$ cat src/rtl/cd_cfg_arbiter_pkg.sv
// Shared definitions for the clock-divider config arbiter: default widths,
// timing defaults and the FSM state encoding.
package cd_cfg_arbiter_pkg;

   localparam int CD_WIDTH_CONFIG_ADDR = 2;
   localparam int CD_WIDTH_CONFIG_DATA = 8;
   localparam int CD_SETTLE_CYCLES     = 4;
   localparam int CD_TIMEOUT_CYCLES    = 255;
   localparam int CD_TIMER_W           = 8;

   localparam logic [1:0] CD_ST_IDLE   = 2'd0;
   localparam logic [1:0] CD_ST_ISSUE  = 2'd1;
   localparam logic [1:0] CD_ST_SETTLE = 2'd2;
   localparam logic [1:0] CD_ST_DONE   = 2'd3;

   typedef enum logic [1:0] {
      ST_IDLE   = CD_ST_IDLE,
      ST_ISSUE  = CD_ST_ISSUE,
      ST_SETTLE = CD_ST_SETTLE,
      ST_DONE   = CD_ST_DONE
   } cd_state_e;

endpackage

$ cat src/rtl/cd_cfg_arbiter_rr_pick.sv
// Two-way round-robin pick: a lone requester wins, on contention the one
// that was not granted last time wins.
module cd_rr_pick (
   input  logic [1:0] valid_i,
   input  logic       last_grant_i,
   output logic [1:0] grant_o
);

   always_comb begin
      grant_o = valid_i;
      if (valid_i == 2'b11) begin
         grant_o = last_grant_i ? 2'b01 : 2'b10;
      end
   end

endmodule

$ cat src/rtl/cd_cfg_arbiter.sv
// Arbitrates two config writers onto the clock-divider config port, waits for
// the dividers to accept and settle, then reports done/err to the winner.
module cd_cfg_arbiter
   import cd_cfg_arbiter_pkg::*;
#(
   parameter int WIDTH_CONFIG_ADDR = CD_WIDTH_CONFIG_ADDR,
   parameter int WIDTH_CONFIG_DATA = CD_WIDTH_CONFIG_DATA,
   parameter int SETTLE_CYCLES     = CD_SETTLE_CYCLES,
   parameter int TIMEOUT_CYCLES    = CD_TIMEOUT_CYCLES
) (
   input  logic                         clk,
   input  logic                         rst,
   input  logic                         r0_valid,
   input  logic [WIDTH_CONFIG_ADDR-1:0] r0_addr,
   input  logic [WIDTH_CONFIG_DATA-1:0] r0_data,
   output logic                         r0_ready,
   output logic                         r0_done,
   output logic                         r0_err,
   input  logic                         r1_valid,
   input  logic [WIDTH_CONFIG_ADDR-1:0] r1_addr,
   input  logic [WIDTH_CONFIG_DATA-1:0] r1_data,
   output logic                         r1_ready,
   output logic                         r1_done,
   output logic                         r1_err,
   output logic [WIDTH_CONFIG_ADDR-1:0] c_addr,
   output logic [WIDTH_CONFIG_DATA-1:0] c_data,
   output logic                         c_valid,
   input  logic                         c_ready,
   output logic                         busy
);

   localparam logic [CD_TIMER_W-1:0] TIMEOUT_LAST = CD_TIMER_W'(TIMEOUT_CYCLES - 1);
   localparam logic [CD_TIMER_W-1:0] SETTLE_LAST  =
      CD_TIMER_W'((SETTLE_CYCLES > 0) ? SETTLE_CYCLES - 1 : 0);

   cd_state_e                    state_q, state_d;
   logic [CD_TIMER_W-1:0]        timer_q, timer_d;
   logic                         err_q, err_d;
   logic                         last_grant_q, last_grant_d;
   logic                         grant_q, grant_d;
   logic [WIDTH_CONFIG_ADDR-1:0] addr_q, addr_d;
   logic [WIDTH_CONFIG_DATA-1:0] data_q, data_d;

   logic [1:0] pick_grant;
   logic [1:0] ready_vec;
   logic       issue_act;
   logic       done_act;

   cd_rr_pick u_rr_pick (
      .valid_i      ({r1_valid, r0_valid}),
      .last_grant_i (last_grant_q),
      .grant_o      (pick_grant)
   );

   // NOTE: every signal driven here gets its default first so no path leaves
   // it unassigned, which would otherwise infer a latch.
   always_comb begin
      state_d      = state_q;
      timer_d      = timer_q;
      err_d        = err_q;
      last_grant_d = last_grant_q;
      grant_d      = grant_q;
      addr_d       = addr_q;
      data_d       = data_q;
      ready_vec    = 2'b00;
      issue_act    = 1'b0;
      done_act     = 1'b0;

      unique case (state_q)
         ST_IDLE: begin
            if (pick_grant != 2'b00) begin
               ready_vec    = pick_grant;
               grant_d      = pick_grant[1];
               last_grant_d = pick_grant[1];
               addr_d       = pick_grant[1] ? r1_addr : r0_addr;
               data_d       = pick_grant[1] ? r1_data : r0_data;
               err_d        = 1'b0;
               timer_d      = '0;
               state_d      = ST_ISSUE;
            end
         end
         ST_ISSUE: begin
            issue_act = 1'b1;
            if (c_ready) begin
               timer_d = '0;
               state_d = (SETTLE_CYCLES == 0) ? ST_DONE : ST_SETTLE;
            end else if (timer_q == TIMEOUT_LAST) begin
               err_d   = 1'b1;
               state_d = ST_DONE;
            end else begin
               timer_d = timer_q + 1'b1;
            end
         end
         ST_SETTLE: begin
            if (timer_q == SETTLE_LAST) begin
               state_d = ST_DONE;
            end else begin
               timer_d = timer_q + 1'b1;
            end
         end
         ST_DONE: begin
            done_act = 1'b1;
            timer_d  = '0;
            state_d  = ST_IDLE;
         end
         default: state_d = ST_IDLE;
      endcase
   end

   // NOTE: state registers use non-blocking assignments so every register
   // samples the pre-edge value of its neighbours.
   always_ff @(posedge clk) begin
      if (rst) begin
         state_q      <= ST_IDLE;
         timer_q      <= '0;
         err_q        <= 1'b0;
         last_grant_q <= 1'b1;
         grant_q      <= 1'b0;
         addr_q       <= '0;
         data_q       <= '0;
      end else begin
         state_q      <= state_d;
         timer_q      <= timer_d;
         err_q        <= err_d;
         last_grant_q <= last_grant_d;
         grant_q      <= grant_d;
         addr_q       <= addr_d;
         data_q       <= data_d;
      end
   end

   // Outputs are masked by rst so nothing escapes during the reset cycle,
   // including a done pulse from a transaction being aborted.
   assign r0_ready = ready_vec[0] & ~rst;
   assign r1_ready = ready_vec[1] & ~rst;
   assign c_valid  = issue_act & ~rst;
   assign c_addr   = c_valid ? addr_q : '0;
   assign c_data   = c_valid ? data_q : '0;
   assign busy     = (state_q != ST_IDLE) & ~rst;
   assign r0_done  = done_act & ~grant_q & ~rst;
   assign r1_done  = done_act & grant_q & ~rst;
   assign r0_err   = r0_done & err_q;
   assign r1_err   = r1_done & err_q;

endmodule

$ cat config.mk
export PLATFORM = sky130hd
export DESIGN_NAME = cd_cfg_arbiter
export DESIGN_NICKNAME = d
export VERILOG_FILES = /design/src/rtl/cd_cfg_arbiter_pkg.sv /design/src/rtl/cd_cfg_arbiter_rr_pick.sv /design/src/rtl/cd_cfg_arbiter.sv
export SDC_FILE = /design/constraint.sdc
export NUM_CORES = 1
export LEC_CHECK = 0
export CAP_MARGIN = 20
export CORE_ASPECT_RATIO = 0.9
export CORE_MARGIN = 2
export CORE_UTILIZATION = 44
export CTS_BUF_LIST = sky130_fd_sc_hd__clkbuf_4 sky130_fd_sc_hd__clkbuf_8
export DETAILED_ROUTE_END_ITERATION = 16
export PLACE_DENSITY = 0.85
export REMOVE_ABC_BUFFERS = 1
export SYNTH_ARGS = -nofsm -noshare
export SYNTH_HDL_FRONTEND = slang
export SYNTH_SLANG_ARGS = --single-unit
$ cat constraint.sdc
create_clock -name clk -period 1.69 [get_ports clk]
set_input_delay 0.4225 -clock clk [delete_from_list [all_inputs] [get_ports clk]]
set_output_delay 0.4225 -clock clk [all_outputs]
set_load 0.01 [all_outputs]
== Word level (Yosys, flattened, before mapping) ==
Cells that the tools add are included.

* Add/sub/neg operators: 1
* $mul: 0
* Divide/modulo/power cells: 0
* Magnitude comparators: 0
* Equality and inequality tests: 13
* Shift-type cells: 0
* Mux-type cells: 24
* Bitwise operators: 12
* Reductions and logical operators: 8

{| class="wikitable"
|+ Operator list
! operator !! number
|-
| 8-bit 2-to-1 mux || 6
|-
| 8-bit case mux with 4 select lines || 1
|-
| 2-bit 2-to-1 mux || 10
|-
| 1-bit AND || 10
|-
| 2-bit != test, second input constant || 5
|-
| 8-bit by 1-bit adder with 8-bit output, second input constant || 1
|-
| 8-bit by 2-bit equality test with 1-bit output, second input constant || 1
|-
| 8-bit equality test, second input constant || 1
|-
| 2-bit case mux with 4 select lines || 1
|-
| 2-bit equality test, second input constant || 3
|-
| 3-bit != test, second input constant || 2
|-
| 3-bit AND reduction || 2
|-
| 2-bit nonzero test || 3
|-
| 1-bit 2-to-1 mux || 5
|-
| 4-bit AND reduction || 1
|-
| 2-bit by 1-bit equality test with 1-bit output, second input constant || 1
|-
| 2-bit zero test || 1
|-
| 1-bit NOT || 2
|-
| 1-bit case mux with 2 select lines || 1
|-
| 2-bit AND reduction || 1
|}

* Register bits: 23
* Bits in latches: 0
* Bits in writable memories: 0
* ROM bits: 0
* Input bits: 25
* Output and inout bits: 18
* Logic and storage cells: 65
* Memories: 0

== Depth between registers and ports, before layout ==
Gate-level depths: netlist (run 1).

* Depth after elaboration: 6
* Mapped depth: 7
* Mapped depth without buffers: 6

== Hierarchy ==
From an unflattened synthesis (run 1), not the netlist that was laid out.

* Cells, all modules: 167
* Area total of the unflattened synthesis: 1433.9 µm²

{| class="wikitable"
|+ Modules (own cells, without submodules)
! module !! instances !! cells an instance !! area an instance (µm²) !! seq. area each (µm²)
|-
| cd_cfg_arbiter || 1 || 164 || 1415.1 || 460.4
|-
| cd_rr_pick || 1 || 3 || 18.8 || 0.0
|}

== Worst setup path before layout (run 1) ==
Ideal clock, no wire load.

* Path kind: reg-to-reg
* From: register timer_q[1]
* To: register state_q[1]
* Setup time: 0.072 ns
* Arrival time: 1.712 ns
* Data required time: 1.618 ns
* Path slack: -0.094 ns
* Stages on the path, launching flop included: 6
* Buffers on the path: 0
* Clock period less this slack: 1.784 ns
* Cell sequence: dfxtp_1 -> ha_1 -> or4b_4 -> o41ai_4 -> nor3b_2 -> mux2i_1

* Longest elaborated chain between the ends: 3
* Elaborated cells on any way between the ends: 5
* Those cells by class: 4 x eq/ne; 1 x reduce/logical

{| class="wikitable"
|+ Ends and longest elaborated chain
! element !! RTL line !! source
|-
| start, declared || cd_cfg_arbiter.sv:37 || <nowiki>logic [CD_TIMER_W-1:0] timer_q, timer_d;</nowiki>
|-
| start signal, assigned || cd_cfg_arbiter.sv:123 || <nowiki>timer_q <= timer_d;</nowiki>
|-
| 8-bit equality test / 8-bit by 2-bit equality test with 1-bit output (equally long branches) || cd_cfg_arbiter.sv:87, cd_cfg_arbiter.sv:95 ||
|-
| 3-bit != test (no source line) / 2-bit != test (equally long branches) || n/a ||
|-
| 3-bit AND reduction (no source line) * || n/a ||
|-
| end signal, assigned || cd_cfg_arbiter.sv:122 || <nowiki>state_q <= state_d;</nowiki>
|-
| end, declared || cd_cfg_arbiter.sv:36 || <nowiki>cd_state_e state_q, state_d;</nowiki>
|}

Every way passes the cells marked *; elsewhere a longest branch is shown, timed or not.
A chain may end at the register's enable or synchronous reset.

== Worst setup path in the final report (run 1) ==
* From: register state_q[1]
* To: output c_data[3]

* Longest elaborated chain between the ends: 4

{| class="wikitable"
|+ Ends and longest elaborated chain
! element !! RTL line !! source
|-
| 2-bit by 1-bit equality test with 1-bit output || cd_cfg_arbiter.sv:69 || <nowiki>unique case (state_q)</nowiki>
|-
| 1-bit 2-to-1 mux || cd_cfg_arbiter.sv:69 ||
|-
| 1-bit AND || cd_cfg_arbiter.sv:136 || <nowiki>assign c_valid = issue_act & ~rst;</nowiki>
|-
| 8-bit 2-to-1 mux || cd_cfg_arbiter.sv:138 || <nowiki>assign c_data = c_valid ? data_q : '0;</nowiki>
|-
| end, declared || cd_cfg_arbiter.sv:26 || <nowiki>output logic [WIDTH_CONFIG_DATA-1:0] c_data,</nowiki>
|}

No other way between the ends.

==> impl_metrics.py, run 1 <==
metrics = {
    "synth": {
        "yosysTopAreaCell": "dfxtp_1",
        "netlist_top_cells_area": "dfxtp_1 (32%), mux2i_1 (7.7%), ha_1 (6.1%), a211oi_1 (5.7%), and2_1 (5.7%)",
        "syn_avg_cell_area_um2": 8.758,
        "ys_ff_latch": 23,
        "netlist_area_um2": 1436,
        "synth_top_area_share_pct": 32.06,
        "yosysMostFrequentCell": "dfxtp_1",
        "yosysSeqAreaShare_pct": 32.06,
        "yosysWarnings": 0,
        "ys_types": 42,
        "yosys-top-cells-count": "dfxtp_1 (23), and2_1 (13), nor2_1 (13), a211oi_1 (11), mux2i_1 (11)",
        "synth-edff-count": 0,
        "synthArstFlopShare_pct": 0,
        "synthCells": 164,
        "synth_ff_type": "dfxtp_1",
    },
    "finish": {
        "nNetsFinal": 281,
        "fillers": 176,
        "antenna_cells": 0,
        "final_cell_count_no_fill": 290,
        "seq_area_um2": 467.9,
        "syn_to_final_growth_pct": 75.78,
        "multi_input_area_um2": 1137,
        "drive_above_1_share_pct": 47.58,
    },
    "timing": {
        "tightest_slew_ps": 337.0,
        "slew_viol_final": 0,
        "finalWorstSetupSlack_ps": -292.4,
        "period_needed_ps": 1982,
        "rsz0062_at_grt": "true",
        "max_freq_ghz": 0.5045,
        "finalClockSkew_ps": 22.43,
        "hold_viol": 0,
        "slew_headroom_pct": 77.33,
        "finalCritPeriodShare_pct": 117.3,
        "setup_violations": 28,
        "tns_ps": -4784,
    },
    "setup_path": {
        "critPathTopFamily": "buffers and inverters",
        "slowest_stage": "dfxtp_2",
        "path_max_fanout": 5,
        "slowest_delay_ps": 390,
        "path_class": "register to output pin",
        "crit_path_end_kind": "output pin",
        "cp_cell_sequence": "inv_2 > ha_4 > nor2b_4 > buf_6 > buf_6 > and2_4 > buf_6",
        "critPathBufInv": 4,
        "crit_arrival_ps": 1560,
        "cpMostUsedCell": "buf_6",
        "critPathLaunchType": "register",
        "required_ps": 1270,
    },
    "pwr": {
        "p_sw_share_pct": 37.80,
        "p_per_area_nw_per_um2": 1006,
        "p_leak_nw": 1.025,
        "power.total_mw": 2.540,
        "p_sw_uw": 960.1,
        "power_frac_clock_pct": 11.5,
        "combPwrFrac_pct": 58.2,
        "p_int_mw": 1.580,
        "ir_drop_mv": 0.8871,
        "seq_power_share_pct": 30.3,
    },
    "run_status": {
        "violations": "setup timing",
        "status": "complete, but fails checks",
    },
    "clocking": {
        "tritoncts": "done",
        "clk_latency_ps": 330,
        "cts.sinks": 23,
        "cts_hold_buf": 0,
        "path_clk_slew_ps": 120,
        "cts_buffers": 3,
        "root_buffer": "clkbuf_4",
        "clock_path_buffers": 2,
        "htreeDepth": 1,
    },
    "global_route": {
        "overflow": 0,
        "grt_util_met1_pct": 33.94,
        "grt-busiest-layer": "met2",
        "grt_pass1_wl_um": 8383,
        "grt_pass1_vias": 1779,
        "antenna_found_initial": 0,
        "use_met3_pct": 4.466,
        "met2_usage_pct": 52.23,
        "grt_max_degree": 21,
        "gr-usage-all-layers_pct": 29.10,
    },
    "hold_path": {
        "holdCritPathClass": "register to register",
    },
    "placement": {
        "dp.cells": 269,
        "io_buffer_count": 42,
        "dp_hpwl_um": 3162,
        "gp_congestion": 0.9228,
    },
    "die": {
        "die_y_um": 58.21,
        "dieArea_um2": 3738,
        "start_util_pct": 46.48,
        "dieWidth_um": 64.23,
        "io_pins": 43,
        "row_count": 19,
        "core_area_um2": 3090,
    },
    "routing": {
        "firstDrtPassIters": 4,
        "drc_errors": 0,
        "via_per_inst": 5.941,
        "drt_iter0_drc": 106,
        "detail_route.wl_per_cell_um": 19.55,
        "vias": 1723,
        "ant_nets": 0,
        "wirelength_um": 5670,
    },
    "flow_run": {
        "drv_cap": 0,
    },
}
==> power by group through the flow <==
stage	sequential [mW]	combinational, mW	clock [mW]
2_1_floorplan	0.731	0.542	0
3_3_place_gp	0.737	0.980	0
3_5_place_dp	0.746	1.04	0
4_1_cts	0.754	1.31	0.283
5_1_grt	0.786	1.55	0.326
6_report	0.769	1.48	0.293
==> cells in the final DEF (no fill, tap or decap), drive strengths merged, types with 4 or more instances in the layout <==
cell           count
a211oi            11
a21oi              4
and2              13
and3               6
buf               64
clkbuf             4
clkdlybuf4s50     21
dfxtp             23
ha                 7
inv                9
mux2i             11
nand2              5
nand3              8
nor2              13
nor2b              5
o211a              4
o21a               4
o21ai              6
o32ai              4
==> flip-flops by register name, indices dropped and copies added (netlist names) <==
signal        flops
err_q             1
data_q            8
grant_q           1
state_q           2
last_grant_q      1
addr_q            2
timer_q           8
==> cell type report <==
cell class                 instances  area share, %
clock buffer                       4          1.189
inverter                          10          1.784
timing repair buffer              88          31.37
sequential                        23          18.53
multi-input combinational        123          45.04
tap                               42          2.081
==> through the flow <==
stage | utilization (%) | hold slack (ps) | instance area [um^2] | worst slack, ps
after floorplan | - | 465.1 | 1404 | -302.6
after global placement | 68.18 | 481.6 | 2107 | -679.7
after detailed placement | 68.18 | 489.6 | 2107 | -779.8
after CTS | 77.45 | 507.4 | 2394 | -260.5
after global routing | 81.70 | 549.2 | 2525 | -357.2
final | 81.70 | 509.1 | 2525 | -292.4
==> worst paths after layout <==
| kind | startpoint | endpoint | slack (ps) | cells past startpoint |
|---|---|---|---|---|
| max | state_q[1] | c_data[3] | -290 | 7 |
| max reg2reg | timer_q[0] | state_q[1] | -220 | 5 |
| min reg2reg | data_q[0] | data_q[0] | 510 | 2 |
| min | data_q[0] | data_q[0] | 510 | 2 |
==> routing by layer <==
metal	share of wire [%]	up-vias
li1	-	781
met1	40	831
met2	50	93
met3	6.5	18
met4	3.0	0
met5	0	-
==> what timing repair did <==
action / in CTS / in global routing
setup buffers: 11 / 6
pin swaps: 16 / 9
setup endpoints to repair: 28 / 29
cloned: 1 / 0
resized for setup: 141 / 22
==> cells by family after synthesis <==
| kind of cell | share of synthesized area, % |
|---|---|
| and+or+nand+nor | 25.09 |
| AOI/OAI and AO/OA | 24.22 |
| adders and majority gates | 6.097 |
| muxes | 7.666 |
| DFF | 32.06 |
| buffers and inverters | 4.878 |
==> worst reg2reg max path: stages (launching register included) <==
cell,delay (ps)
dfxtp_2,370
ha_1,180
or4b_4,510
o41ai_4,270
nor3b_4,290
mux2i_1,230
Power figures use the tool's default switching activity.
==> run 2, diff against run 1 <==
--- a/config.mk
+++ b/config.mk
@@ -5,12 +5,12 @@
 export SDC_FILE = /design/constraint.sdc
 export NUM_CORES = 1
 export LEC_CHECK = 0
-export CAP_MARGIN = 20
 export CORE_ASPECT_RATIO = 0.9
 export CORE_MARGIN = 2
 export CORE_UTILIZATION = 44
 export CTS_BUF_LIST = sky130_fd_sc_hd__clkbuf_4 sky130_fd_sc_hd__clkbuf_8
 export DETAILED_ROUTE_END_ITERATION = 16
+export GPL_ROUTABILITY_DRIVEN = 0
 export PLACE_DENSITY = 0.85
 export REMOVE_ABC_BUFFERS = 1
 export SYNTH_ARGS = -nofsm -noshare
==> results of run 2 <==
Final layout, timing and power as in run 1 (identical DEF).
==> run 3, diff against run 2 <==
--- a/config.mk
+++ b/config.mk
@@ -7,11 +7,11 @@
 export LEC_CHECK = 0
 export CORE_ASPECT_RATIO = 0.9
 export CORE_MARGIN = 2
-export CORE_UTILIZATION = 44
+export CORE_UTILIZATION = 36
 export CTS_BUF_LIST = sky130_fd_sc_hd__clkbuf_4 sky130_fd_sc_hd__clkbuf_8
 export DETAILED_ROUTE_END_ITERATION = 16
 export GPL_ROUTABILITY_DRIVEN = 0
-export PLACE_DENSITY = 0.85
+export PLACE_DENSITY = 0.73
 export REMOVE_ABC_BUFFERS = 1
 export SYNTH_ARGS = -nofsm -noshare
 export SYNTH_HDL_FRONTEND = slang
==> run 3 against run 2 <==
Against the previous run: the run still ends with setup timing left; sequential power decreased by 1%; clock power is 17% higher; via count shrank 11%; cell count grew 0.69%; flip-flop and latch count unchanged; die area is 21% higher; count of clock-buffer cells in the layout shrank 1; critical endpoint is now timer_q[4]; register-to-register slack better by 70 ps; total power is 6.2% lower; combinational power down 14%; critical path type is now register to register; core utilization decreased by 18 points; first-iteration DRC count grew 40%.
==> impl_metrics.py, run 3 (synthesis results as in run 1) <==
metrics = {
    "run_status": {
        "status": "complete, but fails checks",
        "violations": "setup timing",
    },
    "setup_path": {
        "critPathLaunchType": "register",
        "crit_arrival_ps": 2030,
        "required_ps": 1880,
        "slowest_delay_ps": 490,
        "path_class": "register to register",
        "cp_cell_sequence": "inv_2 > ha_2 > or3b_2 > o21a_4 > o211a_1 > o32ai_2",
        "critPathBufInv": 1,
        "slowest_stage": "or3b_2",
        "crit_path_end_kind": "register",
        "path_max_fanout": 10,
        "critPathTopFamily": "compound AO/OA/AOI/OAI gates",
    },
    "pwr": {
        "power.total_mw": 2.382,
        "p_leak_nw": 1.011,
        "ir_drop_mv": 0.6648,
        "p_per_area_nw_per_um2": 987.8,
    },
    "global_route": {
        "antenna_found_initial": 0,
        "grt-busiest-layer": "met2",
        "grt_pass1_vias": 1586,
        "grt_max_degree": 21,
        "grt_util_met1_pct": 26.78,
        "gr-usage-all-layers_pct": 20.36,
        "overflow": 0,
        "grt_pass1_wl_um": 7465,
        "met2_usage_pct": 33.73,
        "use_met3_pct": 4.890,
    },
    "clocking": {
        "clk_latency_ps": 270,
        "cts.sinks": 23,
        "clock_path_buffers": 2,
        "path_clk_slew_ps": 80,
        "tritoncts": "done",
        "cts_buffers": 3,
        "root_buffer": "clkbuf_8",
        "cts_hold_buf": 0,
        "htreeDepth": 1,
    },
    "hold_path": {
        "holdCritPathClass": "register to register",
    },
    "finish": {
        "nNetsFinal": 279,
        "syn_to_final_growth_pct": 67.86,
        "layout_common_cells": "buf_4 (37), clkdlybuf4s50_1 (21), dfxtp_1 (19)",
        "drive_above_1_share_pct": 43.09,
        "reg_top3": "data_q x8, timer_q x8",
        "antenna_cells": 0,
        "fillers": 294,
        "final_common_cell": "buf_4",
        "finalCoreUtilization_pct": 63.72,
    },
    "timing": {
        "setup_violations": 26,
        "hold_viol": 0,
        "slew_viol_final": 0,
        "finalClockSkew_ps": 1.760,
        "max_freq_ghz": 0.5432,
        "tightest_slew_ps": 444.4,
        "finalWorstSetupSlack_ps": -150.8,
        "tns_ps": -2373,
        "slew_headroom_pct": 70.06,
        "period_needed_ps": 1841,
        "finalCritPeriodShare_pct": 108.9,
        "rsz0062_at_grt": "true",
    },
    "routing": {
        "drt_iter0_drc": 148,
        "wirelength_um": 4428,
        "ant_nets": 0,
        "firstDrtPassIters": 4,
        "drc_errors": 0,
        "detail_route.wl_per_cell_um": 15.16,
        "via_per_inst": 5.264,
        "vias": 1537,
    },
    "die": {
        "dieWidth_um": 70.58,
        "start_util_pct": 37.96,
        "dieArea_um2": 4512,
        "core_area_um2": 3784,
        "io_pins": 43,
        "row_count": 21,
        "die_y_um": 63.93,
    },
    "placement": {
        "dp_hpwl_um": 2917,
        "place_ws_ps": -755.9,
        "io_buffer_count": 42,
    },
    "flow_run": {
        "drv_cap": 0,
    },
}
## run 3: cell count changes in the layout (fill, tap and decap cells not counted), moves of 3 or more
cell      change
clkbuf_4      -4
buf_6         -3
clkbuf_8      +3
inv_2         +3
o21ai_0       +3
o32ai_1       +3
o32ai_2       -3
## run 3: timing repair
action                                  in CTS  in global routing
cloned                                       1                  0
pin swaps                                   19                  1
resized for setup                          128                  9
setup buffers                                6                  4
endpoints found under the setup margin      28                 28
## run 3: final timing paths
check	slack [ps]	startpoint	depth (start not counted)	to
hold / removal	500	data_q[6]	2	data_q[6]
setup / recovery	-150	state_q[1]	6	timer_q[4]
hold reg to reg	500	data_q[6]	2	data_q[6]
setup reg to reg	-150	state_q[1]	6	timer_q[4]
## run 3: where the power goes
part | internal, mW | switching (mW)
clock | 0.165 | 0.179
combinational | 0.718 | 0.559
sequential | 0.672 | 0.0893
## run 3: layout make-up
type	count	area, um^2	area share (%)
Clock inverter	1	5.005	0.2076
Timing Repair Buffer	86	767.0	31.81
Sequential cell	23	467.9	19.41
Tap cell	46	57.56	2.387
Clock buffer	3	41.29	1.713
Inverter	10	37.54	1.557
Multi-Input combinational cell	123	1035	42.92
## run 3: routing by layer
layer  wire (um)  up-vias
li1            -      774
met1        1965      711
met2        2143       50
met3         291        2
met4          29        0
met5           0        -
## run 3: worst reg2reg max path: stages, from the launching register on
cell	delay, ps
dfxtp_2	350
inv_2	90
ha_2	280
or3b_2	490
o21a_4	170
o211a_1	130
o32ai_2	250
## run 3: stage by stage
stage          cells  cell area [um^2]  hold slack, ps
6_report         292              2411           499.6
5_1_grt          292              2411           526.1
4_1_cts          289              2346           502.2
3_5_place_dp     280              2165           485.8
3_3_place_gp     280              2165           481.4
2_1_floorplan    156              1404           465.1
